==> src/rtl/aes_pkg.sv <==
// Shared AES datapath types and GF(2^8) helpers: block/byte widths, reduction polynomial,
// xtime, the stage FSM encoding and the 32-bit column type.
package aes_pkg;

  localparam int         AES_BLOCK_W = 128;
  localparam int         AES_BYTE_W  = 8;
  localparam logic [7:0] AES_POLY    = 8'h1b;

  typedef logic [31:0] col_t;

  typedef enum logic [1:0] {
    IDLE,
    MIX,
    DONE
  } state_t;

  function automatic logic [7:0] xtime(input logic [7:0] a);
    return {a[6:0], 1'b0} ^ (a[7] ? AES_POLY : 8'h00);
  endfunction

endpackage

==> src/rtl/aes_mix_column.sv <==
// Single-column MixColumns, purely combinational (0 cycles); no handshake of its own.
// Row 0 of the column sits in bits [31:24].
module aes_mix_column
  import aes_pkg::*;
(
  input  col_t col_in,
  output col_t col_out
);

  logic [7:0] a0, a1, a2, a3;

  assign a0 = col_in[31:24];
  assign a1 = col_in[23:16];
  assign a2 = col_in[15:8];
  assign a3 = col_in[7:0];

  // 3a = xtime(a) ^ a
  assign col_out[31:24] = xtime(a0) ^ (xtime(a1) ^ a1) ^ a2 ^ a3;
  assign col_out[23:16] = a0 ^ xtime(a1) ^ (xtime(a2) ^ a2) ^ a3;
  assign col_out[15:8]  = a0 ^ a1 ^ xtime(a2) ^ (xtime(a3) ^ a3);
  assign col_out[7:0]   = (xtime(a0) ^ a0) ^ a1 ^ a2 ^ xtime(a3);

endmodule

==> src/rtl/aes_shift_mix_stage.sv <==
// ShiftRows on capture, then MixColumns one column per cycle: 4 cycles capture-to-valid, valid/ready both sides.
// Optional AES_FINAL_ROUND_EN adds final_round, which skips MIX (1 cycle latency); enable low freezes all state.
module aes_shift_mix_stage
  import aes_pkg::*;
#(
  parameter int COLS = 4
) (
  input  logic                   clock,
  input  logic                   reset,
  input  logic                   enable,
  input  logic                   in_valid,
  output logic                   in_ready,
  input  logic [0:AES_BLOCK_W-1] block_in,
`ifdef AES_FINAL_ROUND_EN
  input  logic                   final_round,
`endif
  output logic                   out_valid,
  input  logic                   out_ready,
  output logic [0:AES_BLOCK_W-1] block_out,
  output logic                   busy
);

  state_t                 state, state_nxt;
  logic [1:0]             col;
  logic [0:AES_BLOCK_W-1] st, sr;
  col_t                   mix_in, mix_out;
  logic                   capture, skip_mix;

`ifdef AES_FINAL_ROUND_EN
  assign skip_mix = final_round;
`else
  assign skip_mix = 1'b0;
`endif

  always_comb begin
    sr = '0;
    for (int c = 0; c < COLS; c++) begin
      for (int r = 0; r < 4; r++) begin
        sr[AES_BYTE_W*(4*c+r) +: AES_BYTE_W] = block_in[AES_BYTE_W*(4*((c+r)%COLS)+r) +: AES_BYTE_W];
      end
    end
  end

  assign mix_in = st[32*int'(col) +: 32];

  aes_mix_column u_mix (
    .col_in  (mix_in),
    .col_out (mix_out)
  );

  // in_ready is held low through reset even though state already reads IDLE
  assign in_ready  = !reset && enable && ((state == IDLE) || ((state == DONE) && out_ready));
  assign out_valid = enable && (state == DONE);
  assign busy      = (state == MIX);
  assign block_out = st;
  assign capture   = in_valid && in_ready;

  always_comb begin
    state_nxt = state;
    if (enable) begin
      case (state)
        IDLE: if (capture) state_nxt = skip_mix ? DONE : MIX;
        MIX:  if (col == 2'd3) state_nxt = DONE;
        DONE: if (out_ready) state_nxt = capture ? (skip_mix ? DONE : MIX) : IDLE;
        default: state_nxt = IDLE;
      endcase
    end
  end

  always_ff @(posedge clock or posedge reset) begin
    if (reset) state <= IDLE;
    else       state <= state_nxt;
  end

  always_ff @(posedge clock or posedge reset) begin
    if (reset) begin
      st  <= '0;
      col <= 2'd0;
    end else if (enable) begin
      if (capture) begin
        st  <= sr;
        col <= 2'd0;
      end else if (state == MIX) begin
        st[32*int'(col) +: 32] <= mix_out;
        col                    <= col + 2'd1;
      end
    end
  end

endmodule

==> config.mk <==
export PLATFORM = sky130hd
export DESIGN_NAME = aes_shift_mix_stage
export DESIGN_NICKNAME = d
export VERILOG_FILES = /design/src/rtl/aes_pkg.sv /design/src/rtl/aes_mix_column.sv /design/src/rtl/aes_shift_mix_stage.sv
export SDC_FILE = /design/constraint.sdc
export NUM_CORES = 1
export LEC_CHECK = 0
export CAP_MARGIN = 20
export CORE_ASPECT_RATIO = 0.6
export CORE_MARGIN = 8
export CORE_UTILIZATION = 42
export DETAILED_ROUTE_END_ITERATION = 7
export PLACE_DENSITY = 0.8
export SLEW_MARGIN = 25
export SYNTH_ARGS = -nofsm -noshare
export SYNTH_HDL_FRONTEND = slang
export SYNTH_SLANG_ARGS = --single-unit
==> constraint.sdc <==
create_clock -name clock -period 6.06 [get_ports clock]
set_clock_uncertainty 0.2 [all_clocks]
set_input_delay 1.515 -clock clock [delete_from_list [all_inputs] [get_ports clock]]
set_output_delay 1.515 -clock clock [all_outputs]
set_load 0.1 [all_outputs]
## Yosys cells after proc, flatten, opt, wreduce, memory -nomap -nowiden

Index checks and enable logic that the tools add are counted.
Widths: inputs -> output; s select.

| operators by class | value |
|---|---|
| mux-type cells | 14 |
| shift-type cells | 3 |
| reductions and logical operators | 11 |
| eq/ne operators | 6 |
| add/sub/neg operators | 2 |
| bitwise operators | 21 |

Operator list:

| operator | number |
|---|---|
| $mux 128 | 2 |
| $xor 8x8->8 | 19 |
| $shift 129x33->128 const A | 1 |
| $shiftx 128x32->129 | 1 |
| $shiftx 129x33->128 | 1 |
| $bwmux 128 | 1 |
| $neg 32->33 | 1 |
| $not 7->32 | 1 |
| $mux 5 | 4 |
| $mux 2 | 5 |
| $xor 8x5->8 | 1 |
| $pmux 2 s3 | 1 |
| $logic_and 1x1->1 | 5 |
| $eq 2x2->1 const B | 2 |
| $ne 2x2->1 const B | 2 |
| $reduce_and 4->1 | 1 |
| $add 2x1->2 const B | 1 |
| $eq 2x1->1 const B | 1 |
| $logic_not 2->1 | 1 |
| $ne 2x1->1 const B | 1 |
| $reduce_and 2->1 | 1 |
| $reduce_bool 2->1 | 1 |
| $logic_not 1->1 | 1 |
| $logic_or 1x1->1 | 1 |
| $mux 1 | 1 |

| storage, ports and cells | value |
|---|---|
| output and inout bits | 131 |
| register bits | 132 |
| word-level logic and storage cells | 60 |

## Depth between registers and ports, before layout

| depth | value |
|---|---|
| word-level depth | 12 |
| depth in mapped cells | 7 |
| depth with buffers taken out | 4 |

## Hierarchy

From an unflattened synthesis, not the netlist that was laid out.

| unflattened totals | value |
|---|---|
| cells, all modules | 778 |
| area, all modules | 9332.7 um^2 |

Modules (own cells, without submodules):

| module | seq. area each (um^2) | times used | cells an instance | area an instance (um^2) |
|---|---|---|---|---|
| aes_shift_mix_stage | 3303.2 | 1 | 694 | 7942.6 |
| aes_mix_column | 0.0 | 1 | 84 | 1390.1 |

## Worst setup path before layout

No wires, ideal clock.

| timing | value |
|---|---|
| kind | input-to-output |
| start | input reset |
| end | output in_ready |
| buffers on the path | 0 |
| arrival time | 5392 ps |
| required time | 4345 ps |
| stages on the path | 2 |
| setup slack | -1047 ps |
| cells stage by stage | inv_1 -> and3_1 |

| on the way | value |
|---|---|
| cells in the longest elaborated chain, start to end | 3 |

Ends and longest elaborated chain:

| item | line | text |
|---|---|---|
| from (decl) | aes_shift_mix_stage.sv:9 | `input logic reset,` |
| $logic_not 1->1 (no line) | n/a |  |
| $logic_and 1x1->1 (2 in a row) | aes_shift_mix_stage.sv:52 | `assign in_ready = !reset && enable && ((state == IDLE) \|\| ((state == DONE) && out_ready));` |
| to (decl) | aes_shift_mix_stage.sv:12 | `output logic in_ready,` |

Every way passes these cells.

## Worst setup path in the final report

| timing | value |
|---|---|
| start | input enable |
| end | output in_ready |

| on the way | value |
|---|---|
| cells in the longest elaborated chain, start to end | 2 |

Ends and longest elaborated chain:

| item | line | text |
|---|---|---|
| from (decl) | aes_shift_mix_stage.sv:10 | `input logic enable,` |
| $logic_and 1x1->1 (2 in a row) | aes_shift_mix_stage.sv:52 |  |

Every way passes these cells.

==> impl_metrics.json <==
{
  "status": "finished, final reports clean",
  "wl_um": 29400,
  "ys_types": 35,
  "routabilityCongestion": 0.848,
  "layout_worst_path_cycle_share": 0.753,
  "rsz0062_at_grt": "false",
  "cp.required_ns": 4.35,
  "crit_type": "in2out",
  "drtAntennaViolNets": 0,
  "r2r_cells": 5,
  "cts_resized": 0,
  "critPathBufInv": 2,
  "path_cells": "clkdlybuf4s50_1 -> nor2b_1 -> and3_1 -> buf_4",
  "hold_depth": 1,
  "cts_sinks": 132,
  "avgViaCountPerCell": 5.95,
  "syn_to_final_growth_pct": 42.9,
  "cts_tree": "done",
  "io_buffers": 263,
  "worstMarginPinSlew_ns": 1.11,
  "final_cell_mix": "261 x clkdlybuf4s50_1, 130 x dfrtp_1, 81 x and2_1, 80 x a221o_1, 51 x inv_1",
  "crit_path_top_delay_cell": "clkdlybuf4s50_1",
  "nets": 1012,
  "synth_area_sq_um": 7970,
  "final_hold_viol_count": 0,
  "vias": 6744,
  "cp.depth": 4,
  "synth-seq-cells": 132,
  "die_h_um": 123,
  "dieWidth_um": 194,
  "routedWlPerCell_um": 25.9,
  "start_util": 0.423,
  "grt_overflow_total": 0,
  "final.setup.tns_ns": 0,
  "grt_pass1_wl_um": 45100,
  "grt_use_total": 0.247,
  "htreeDepth": 4,
  "rows": 39,
  "postSynthCellCount": 634,
  "hp-class": "reg2reg",
  "antenna_found_initial": 0,
  "worstSkewPairLatency_ns": 0.42,
  "syn_nets": 771,
  "ys_seq_area_frac": 0.414,
  "ys_warn_count": 0,
  "clk_pin_slew_ns": 0.06,
  "end_kind": "primary output",
  "cts_made_buffers": 17,
  "min_period_ns": 4.56,
  "fmax_ghz": 0.219,
  "start_kind": "input pin",
  "root_buffer": "clkbuf_16",
  "drive_gt1_frac": 0.106,
  "mostFrequentLayoutCell": "clkdlybuf4s50_1",
  "cts_setup_buffers": 0,
  "maxCapViolations": 0,
  "drt-pass1-iter-count": 5,
  "cts.hold.buffers_added": 0,
  "max_stage_delay_ns": 0.58,
  "setup_viol": 0,
  "grt_max_degree": 78,
  "route.detailed.drc": 0,
  "crit_family": "buffers and inverters",
  "cp_max_fo": 7,
  "syn_area_per_cell_sq_um": 12.6,
  "drt_iter0_markers": 769,
  "cp_data_arrival_time_ns": 2.85,
  "relSlewSlack": 0.258,
  "fill_cells": 1471,
  "clockBufferDepth": 2,
  "core_area_sq_um": 18800,
  "ios": 264,
  "die-area_sq_um": 23800,
  "dp_hpwl_um": 21900,
  "maxSlewViolCount": 0,
  "grt_pass1_vias": 7054,
  "diodes": 0
}
==> sequential cells by signal (all words and copies together) (netlist names) <==
register / count
col: 2
block_out: 128
state: 2
==> through the flow <==
stage / hold slack, ns / setup WS [ns] / area, sq um / utilization / cells
2_1_floorplan: 0.348 / 0.107 / 7970 / - / 634
3_3_place_gp: 0.315 / 1.40 / 10800 / 0.572 / 1102
3_5_place_dp: 0.325 / 1.26 / 10800 / 0.573 / 1102
4_1_cts: 0.338 / 1.53 / 11400 / 0.604 / 1134
5_1_grt: 0.352 / 1.42 / 11400 / 0.604 / 1134
6_report: 0.338 / 1.50 / 11400 / 0.604 / 1134
==> final timing paths <==
check | from | endpoint | slack, ns
setup / recovery | enable | in_ready | 1.50
hold / removal | block_out[17]$_DFFE_PP0P_ | block_out[17]$_DFFE_PP0P_ | 0.34
setup reg to reg | col[0]$_DFFE_PP0P_ | block_out[77]$_DFFE_PP0P_ | 2.38
hold reg to reg | block_out[17]$_DFFE_PP0P_ | block_out[17]$_DFFE_PP0P_ | 0.34
max in group asynchronous | reset | col[0]$_DFFE_PP0P_ | 2.94
min in group asynchronous | reset | block_out[101]$_DFFE_PP0P_ | 1.53
==> metal layers <==
| metal | vias up | part of all wire | global-route usage |
|---|---|---|---|
| met4 | 0 | 0.012 | 0.0537 |
| met2 | 415 | 0.43 | 0.368 |
| met3 | 31 | 0.10 | 0.0794 |
| met5 | - | 0 | 0 |
| met1 | 3416 | 0.45 | 0.350 |
| li1 | 2882 | - | - |
==> cells in the mapped netlist <==
cell type | n | area share
a21o_1 | 1 | 0.00094
a221o_1 | 80 | 0.10
a22o_1 | 1 | 0.0011
a32o_1 | 1 | 0.0013
and2_1 | 81 | 0.064
and3_1 | 4 | 0.0031
and4_1 | 2 | 0.0022
buf_12 | 1 | 0.0025
buf_2 | 6 | 0.0038
buf_6 | 2 | 0.0028
clkbuf_1 | 39 | 0.018
dfrtp_1 | 132 | 0.41
ha_1 | 4 | 0.0063
inv_1 | 52 | 0.024
mux4_2 | 32 | 0.090
nand2_1 | 50 | 0.024
nand2b_1 | 1 | 0.00079
nand3_1 | 2 | 0.0013
nand3b_1 | 1 | 0.00094
nand4_1 | 1 | 0.00079
nor2_1 | 1 | 0.00047
nor2b_1 | 4 | 0.0031
nor3_1 | 1 | 0.00063
o21ai_0 | 3 | 0.0019
o21ba_2 | 4 | 0.0050
o21bai_1 | 4 | 0.0038
o221ai_1 | 49 | 0.054
or3_1 | 1 | 0.00079
xnor2_1 | 12 | 0.013
xnor2_2 | 3 | 0.0061
xnor2_4 | 3 | 0.010
xnor3_1 | 31 | 0.088
xor2_1 | 12 | 0.013
xor2_2 | 2 | 0.0041
xor3_1 | 11 | 0.033
==> cell type report <==
cell class | instances | area (sq um) | area share
clock buffers | 18 | 429 | 0.0377
clock inverters | 14 | 154 | 0.0135
inverters | 52 | 199 | 0.0175
multi-input cells | 402 | 4310 | 0.378
flip-flops and latches | 132 | 3310 | 0.290
well taps | 246 | 308 | 0.0270
repair buffers | 270 | 2680 | 0.236
==> worst reg2reg max path, cell delays in order (launching register included) <==
cell     delay (ns)
dfrtp_2        0.91
buf_4          0.45
mux4_2         0.67
xnor2_1        0.36
xor3_1         0.62
a221o_1        0.36
==> kinds of logic (layout without fill, tap and decap cells) <==
logic type,count (synthesis),in the layout,synth area share
flip-flops,132,132,0.414
AND/OR/NAND/NOR,149,149,0.101
AO/OA/AOI/OAI,143,143,0.168
adder cells (fa/ha/maj),4,4,0.00628
multiplexers,32,32,0.0904
XOR/XNOR,74,74,0.167
buffers and inverters,100,354,0.0520
Power is left out: the tool's default activity adds up to more than one toggle a clock period on the data nets, which glitch-free logic cannot reach.
